--- src/rtl/sonar_pkg.sv ---
// Shared types and 50 MHz timing defaults for the round-robin sonar scheduler.
package sonar_pkg;

   // Scheduler phases for one ping: idle, trigger pulse, wait for echo, measure, dead time.
   typedef enum logic [2:0] {
      S_IDLE,
      S_TRIG,
      S_WAIT_ECHO,
      S_MEASURE,
      S_GUARD
   } sonar_state_t;

   // Default timing at a 50 MHz clock.
   localparam int DEF_N_SENSORS      = 4;
   localparam int DEF_COUNT_WIDTH    = 32;
   localparam int DEF_TRIG_CYCLES    = 500;      // 10 us trigger pulse
   localparam int DEF_TIMEOUT_CYCLES = 1900000;  // 38 ms echo limit
   localparam int DEF_GUARD_CYCLES   = 3000000;  // 60 ms cross-talk dead time

   // Widest sensor index the scheduler supports (16 sensors).
   localparam int MAX_ID_WIDTH = 4;

   // One completed ping as seen by the distance register block.
   typedef struct packed {
      logic [MAX_ID_WIDTH-1:0]    id;
      logic [DEF_COUNT_WIDTH-1:0] count;
      logic                       timeout;
   } sonar_result_t;

   // Sensor index width; a single sensor still gets a 1-bit index.
   function automatic int id_width(input int n);
      return (n > 1) ? $clog2(n) : 1;
   endfunction

endpackage

--- src/rtl/sonar_echo_sync.sv ---
// N-bit two-flop synchronizer bringing the raw echo pins into the clk domain.
module sonar_echo_sync
   import sonar_pkg::*;
#(
   parameter int WIDTH = 1
) (
   input  logic             clk,
   input  logic             reset_all,
   input  logic [WIDTH-1:0] d,
   output logic [WIDTH-1:0] q
);

   logic [WIDTH-1:0] meta;

   // Two back-to-back flops per bit; the first may go metastable, the second settles it.
   always_ff @(posedge clk or negedge reset_all) begin
      if (!reset_all) begin
         meta <= '0;
         q    <= '0;
      end else begin
         // NOTE: non-blocking so the second flop takes the first flop's pre-edge value.
         meta <= d;
         q    <= meta;
      end
   end

endmodule

--- src/rtl/sonar_scheduler.sv ---
// Round-robin ping scheduler: triggers one sensor at a time, times its echo,
// reports the width (or a timeout), then holds a guard interval before the next sensor.
module sonar_scheduler
   import sonar_pkg::*;
#(
   parameter int N_SENSORS      = DEF_N_SENSORS,
   parameter int COUNT_WIDTH    = DEF_COUNT_WIDTH,
   parameter int TRIG_CYCLES    = DEF_TRIG_CYCLES,
   parameter int TIMEOUT_CYCLES = DEF_TIMEOUT_CYCLES,
   parameter int GUARD_CYCLES   = DEF_GUARD_CYCLES
) (
   input  logic                             clk,
   input  logic                             reset_all,
   input  logic                             enable,
   input  logic [N_SENSORS-1:0]             echo_in,
   output logic [N_SENSORS-1:0]             trig_out,
   output logic                             busy,
   output logic                             result_valid,
   output logic [id_width(N_SENSORS)-1:0]   result_id,
   output logic [COUNT_WIDTH-1:0]           result_count,
   output logic                             result_timeout
);

   localparam int ID_W = id_width(N_SENSORS);

   localparam logic [COUNT_WIDTH-1:0] TRIG_LAST    = COUNT_WIDTH'(TRIG_CYCLES - 1);
   localparam logic [COUNT_WIDTH-1:0] TIMEOUT_LAST = COUNT_WIDTH'(TIMEOUT_CYCLES - 1);
   localparam logic [COUNT_WIDTH-1:0] TIMEOUT_CNT  = COUNT_WIDTH'(TIMEOUT_CYCLES);
   localparam logic [COUNT_WIDTH-1:0] GUARD_LAST   = COUNT_WIDTH'(GUARD_CYCLES - 1);
   localparam logic [ID_W-1:0]        IDX_LAST     = ID_W'(N_SENSORS - 1);

   sonar_state_t           state, state_d;
   logic [ID_W-1:0]        idx, idx_d, idx_next;
   logic [COUNT_WIDTH-1:0] cnt, cnt_d;
   logic [N_SENSORS-1:0]   trig_d;
   logic                   valid_d;
   logic [ID_W-1:0]        id_d;
   logic [COUNT_WIDTH-1:0] count_d;
   logic                   timeout_d;
   logic [N_SENSORS-1:0]   echo_sync;
   logic                   echo_cur;

   sonar_echo_sync #(
      .WIDTH (N_SENSORS)
   ) u_echo_sync (
      .clk       (clk),
      .reset_all (reset_all),
      .d         (echo_in),
      .q         (echo_sync)
   );

   // Only the sensor currently being pinged matters; other echoes are ignored.
   assign echo_cur = echo_sync[idx];
   assign busy     = (state != S_IDLE);
   assign idx_next = (idx == IDX_LAST) ? '0 : idx + ID_W'(1);

   // Counters never wrap: they stick at all-ones.
   function automatic logic [COUNT_WIDTH-1:0] sat_inc(input logic [COUNT_WIDTH-1:0] v);
      return (&v) ? v : v + COUNT_WIDTH'(1);
   endfunction

   function automatic logic [N_SENSORS-1:0] one_hot(input logic [ID_W-1:0] i);
      logic [N_SENSORS-1:0] v;
      v    = '0;
      v[i] = 1'b1;
      return v;
   endfunction

   // Next-state, counter, trigger and result decode for the current phase.
   always_comb begin
      // NOTE: every value driven here gets a default first, so no latch is inferred.
      state_d   = state;
      idx_d     = idx;
      cnt_d     = cnt;
      trig_d    = trig_out;
      valid_d   = 1'b0;
      id_d      = result_id;
      count_d   = result_count;
      timeout_d = result_timeout;

      unique case (state)
         S_IDLE: begin
            if (enable) begin
               state_d = S_TRIG;
               cnt_d   = '0;
               trig_d  = one_hot(idx);
            end
         end

         S_TRIG: begin
            if (cnt >= TRIG_LAST) begin
               state_d = S_WAIT_ECHO;
               cnt_d   = '0;
               trig_d  = '0;
            end else begin
               cnt_d = sat_inc(cnt);
            end
         end

         S_WAIT_ECHO: begin
            if (echo_cur) begin
               // The cycle the echo is first seen is echo cycle 1.
               state_d = S_MEASURE;
               cnt_d   = COUNT_WIDTH'(1);
            end else if (cnt >= TIMEOUT_LAST) begin
               state_d   = S_GUARD;
               cnt_d     = '0;
               valid_d   = 1'b1;
               id_d      = idx;
               count_d   = '0;
               timeout_d = 1'b1;
            end else begin
               cnt_d = sat_inc(cnt);
            end
         end

         S_MEASURE: begin
            if (!echo_cur) begin
               state_d   = S_GUARD;
               cnt_d     = '0;
               valid_d   = 1'b1;
               id_d      = idx;
               count_d   = cnt;
               timeout_d = 1'b0;
            end else if (sat_inc(cnt) >= TIMEOUT_CNT) begin
               // Echo stuck high: report the limit as the width.
               state_d   = S_GUARD;
               cnt_d     = '0;
               valid_d   = 1'b1;
               id_d      = idx;
               count_d   = TIMEOUT_CNT;
               timeout_d = 1'b1;
            end else begin
               cnt_d = sat_inc(cnt);
            end
         end

         S_GUARD: begin
            if (cnt >= GUARD_LAST) begin
               idx_d = idx_next;
               cnt_d = '0;
               if (enable) begin
                  state_d = S_TRIG;
                  trig_d  = one_hot(idx_next);
               end else begin
                  state_d = S_IDLE;
               end
            end else begin
               cnt_d = sat_inc(cnt);
            end
         end

         default: begin
            state_d = S_IDLE;
            trig_d  = '0;
         end
      endcase
   end

   // State, counter, registered trigger pins and result registers.
   always_ff @(posedge clk or negedge reset_all) begin
      if (!reset_all) begin
         state          <= S_IDLE;
         idx            <= '0;
         cnt            <= '0;
         trig_out       <= '0;
         result_valid   <= 1'b0;
         result_id      <= '0;
         result_count   <= '0;
         result_timeout <= 1'b0;
      end else begin
         state          <= state_d;
         idx            <= idx_d;
         cnt            <= cnt_d;
         trig_out       <= trig_d;
         result_valid   <= valid_d;
         result_id      <= id_d;
         result_count   <= count_d;
         result_timeout <= timeout_d;
      end
   end

endmodule

--- config.mk ---
export PLATFORM = sky130hd
export DESIGN_NAME = sonar_scheduler
export DESIGN_NICKNAME = d
export VERILOG_FILES = /design/src/rtl/sonar_pkg.sv /design/src/rtl/sonar_echo_sync.sv /design/src/rtl/sonar_scheduler.sv
export SDC_FILE = /design/constraint.sdc
export NUM_CORES = 1
export LEC_CHECK = 0
export CORE_UTILIZATION = 40
export DETAILED_ROUTE_END_ITERATION = 10
export PLACE_DENSITY = 0.66
export REMOVE_ABC_BUFFERS = 1
export SLEW_MARGIN = 20
export SYNTH_ARGS = -nofsm -noshare
export SYNTH_HDL_FRONTEND = slang
export SYNTH_SLANG_ARGS = --single-unit
--- constraint.sdc ---
create_clock -name clk -period 5.41 [get_ports clk]
set_input_delay 1.3525 -clock clk [delete_from_list [all_inputs] [get_ports clk]]
set_output_delay 1.3525 -clock clk [all_outputs]
set_load 0.01 [all_outputs]
==> impl_metrics.env <==
export IMPL_status="finished with violations"
export IMPL_failed_checks="DRC"
export IMPL_critPathKind="reg2reg"
export IMPL_cts_made_buffers=9
export IMPL_die_w_um=112
export IMPL_ctsLongestPathBuffers=2
export IMPL_core_area_mm2=0.0116
export IMPL_firstDrtPassIters=8
export IMPL_powerDensity_mw_per_mm2=363
export IMPL_regArea_mm2=0.00213
export IMPL_drive_gt1_share_pct=8.98
export IMPL_hold_class="reg2reg"
export IMPL_postCtsSetupBuffers=0
export IMPL_multi_input_area_mm2=0.00247
export IMPL_cts_hold_buf=0
export IMPL_rsz0062_at_grt="false"
export IMPL_critPathLaunchType="flop"
export IMPL_arrival_ns=4.10
export IMPL_antenna_found_initial=0
export IMPL_antenna_left=0
export IMPL_synth_xor_area_share_pct=0.905
export IMPL_port_buffers=47
export IMPL_worst_r2r_path_depth=11
export IMPL_end_kind="flop"
export IMPL_synth_adder_area_share_pct=1.55
export IMPL_crit_required_ns=5.65
export IMPL_syn_inst=535
export IMPL_grt_max_degree=86
export IMPL_syn_area_mm2=0.00484
export IMPL_worstPathCellList="ha_1 -> nand3_2 -> or4_1 -> o21ai_2 -> o31a_1 -> o211a_2 -> nand4_1 -> o21ai_4 -> buf_4 -> nand2_4 -> mux2_4"
export IMPL_yosysWarnings=0
export IMPL_synth_distinct_cells=65
export IMPL_io_pins=48
export IMPL_dp_hpwl_um=8730
export IMPL_gr_total_overflow=0
export IMPL_cts_sinks=85
export IMPL_final_setup_tns_ns=0
export IMPL_h_tree_depth=3
export IMPL_ys_flop_type="dfrtp_1"
export IMPL_final_cells=700
export IMPL_wl_per_cell_um=18.5
export IMPL_cp_max_fo=67
export IMPL_gp_congestion=0.924
export IMPL_period_needed_ns=3.86
export IMPL_grt_pass1_vias=4066
export IMPL_die_height_um=112
export IMPL_ys_seq_elements=85
export IMPL_root_buffer="clkbuf_16"
export IMPL_cp_slowest_cell="or4_1"
export IMPL_clkTransAtPathRegs_ns=0.07
export IMPL_fp_row_count=39
export IMPL_hold_violations=0
export IMPL_synth_top_family_by_area="simple AND/OR/NAND/NOR gates"
export IMPL_async_reset_ff_share_pct=100
export IMPL_fill_cells=1140
export IMPL_cts_tree="built"
export IMPL_drv_slew=0
export IMPL_finalSetupViolCount=0
export IMPL_fin_nets=565
export IMPL_dieArea_mm2=0.0125
export IMPL_diodes=0
export IMPL_worstMarginPinSlew_ns=1.09
export IMPL_synth_edf_count=0
export IMPL_drt_iter0_drc=257
export IMPL_synth_compound_area_share_pct=17.8
export IMPL_fin_crit_sh_pct=71.4
export IMPL_finClkSkew_ns=0.00793
export IMPL_synth_area_mux_share_pct=4.73
export IMPL_wl_um=13000
export IMPL_synthToLayoutAreaGrowth_pct=15.5
export IMPL_remaining_drc_errors=4
export IMPL_total_power_mw=2.03
export IMPL_via_per_inst=5.96
export IMPL_slew_headroom_pct=27.6
export IMPL_drv_cap=0
export IMPL_grt_use_total_pct=22.2
export IMPL_peakVddDrop_mv=0.262
export IMPL_fmax_mhz=259
export IMPL_ys_seq_area_share_pct=43.9
export IMPL_hold_depth=0
export IMPL_p_leak_nw=2.26
export IMPL_post_place_cells=684
export IMPL_routed_via_count=4169
export IMPL_mostFrequentLayoutCells="dfrtp_1, nand3_1, o21ai_0, nand2_1, clkdlybuf4s50_1"
export IMPL_final_common_cell="dfrtp_1"
export IMPL_timing_hold_ws_ns=0.347
export IMPL_synthSimpleGateAreaFrac_pct=26.1
export IMPL_cts_resized=0
export IMPL_max_stage_delay_ns=0.79
export IMPL_initial_utilization_pct=41.7
export IMPL_grt_pass1_wl_um=21600
export IMPL_syn_area_per_cell_um2=9.05
export IMPL_clk_latency_ns=0.35
sequential cells by signal, indices dropped and copies added, names as in the netlist:
name and flops:
cnt 32, result_count 32, trig_out 4, u_echo_sync.meta 4, u_echo_sync.q 4, state 3, idx 2, result_id 2
result_timeout 1, result_valid 1
stage by stage:
stage | util, % | cell area, µm² | worst slack [ns]
3_5_place_dp | 45.6 | 5300 | 1.53
4_1_cts | 48.1 | 5590 | 1.53
6_report | 48.1 | 5590 | 1.55
5_1_grt | 48.1 | 5590 | 1.28
2_1_floorplan | - | 4620 | 1.67
3_3_place_gp | 45.6 | 5300 | 1.65
synth_stat cells, types with 12 or more instances:
cell type	count	share of area [%]
and2_1	12	1.6
mux2i_1	12	2.5
clkbuf_1	21	1.6
nor3_1	12	1.2
nand2_1	50	3.9
nand4_1	16	2.1
nand3_1	54	5.6
o21ai_0	54	5.6
buf_2	18	1.9
dfrtp_1	85	44
nor2_1	40	3.1
a21oi_1	12	1.2
layout make-up:
type | instances | share of cell area [%]
Multi-Input combinational cell | 398 | 44.2
Inverter | 7 | 0.470
Clock buffer | 10 | 4.28
Timing Repair Buffer | 51 | 8.98
Sequential cell | 85 | 38.1
Tap cell | 143 | 3.20
Clock inverter | 6 | 0.828
cells by family (layout without fill, tap and decap cells):
kind of cell    Yosys count  after routing
compound gates          128            128
xor+xnor                  5              5
fa+ha+maj                 6              6
buf+inv                  52             74
flops                    85             85
mux                      21             21
simple gates            238            238
power breakdown:
group / switching (mW) / internal, mW / leakage, nW
Combinational: 0.377 / 0.260 / 0.986
Clock: 0.263 / 0.327 / 0.141
Sequential: 0.0793 / 0.721 / 1.14
worst paths after layout:
check	start	end	slack (ns)
worst min-delay path	u_echo_sync.meta[0]	u_echo_sync.q[0]	0.35
worst min register to register	u_echo_sync.meta[0]	u_echo_sync.q[0]	0.35
worst max register to register	cnt[0]	result_id[0]	1.55
min in group asynchronous	reset_all	trig_out[1]	1.03
worst max-delay path	cnt[0]	result_id[0]	1.55
max in group asynchronous	reset_all	cnt[5]	3.80
worst max-delay path: cells and delay by family (launching register included):
kind / cells / cell delay, ns
buffers and inverters: 1 / 0.47
adders and majority gates: 1 / 0.33
and+or+nand+nor: 4 / 1.25
AOI/OAI and AO/OA: 4 / 0.90
muxes: 1 / 0.33
DFF: 1 / 0.45
layer usage:
layer	up-vias	global-route usage [%]	share of wire, %
met5	-	0	0
met1	2000	30.2	46
met3	27	5.67	6.4
li1	1991	-	-
met4	0	9.69	3.2
met2	151	33.4	44
Note: power is estimated with default switching activity, not from simulation.
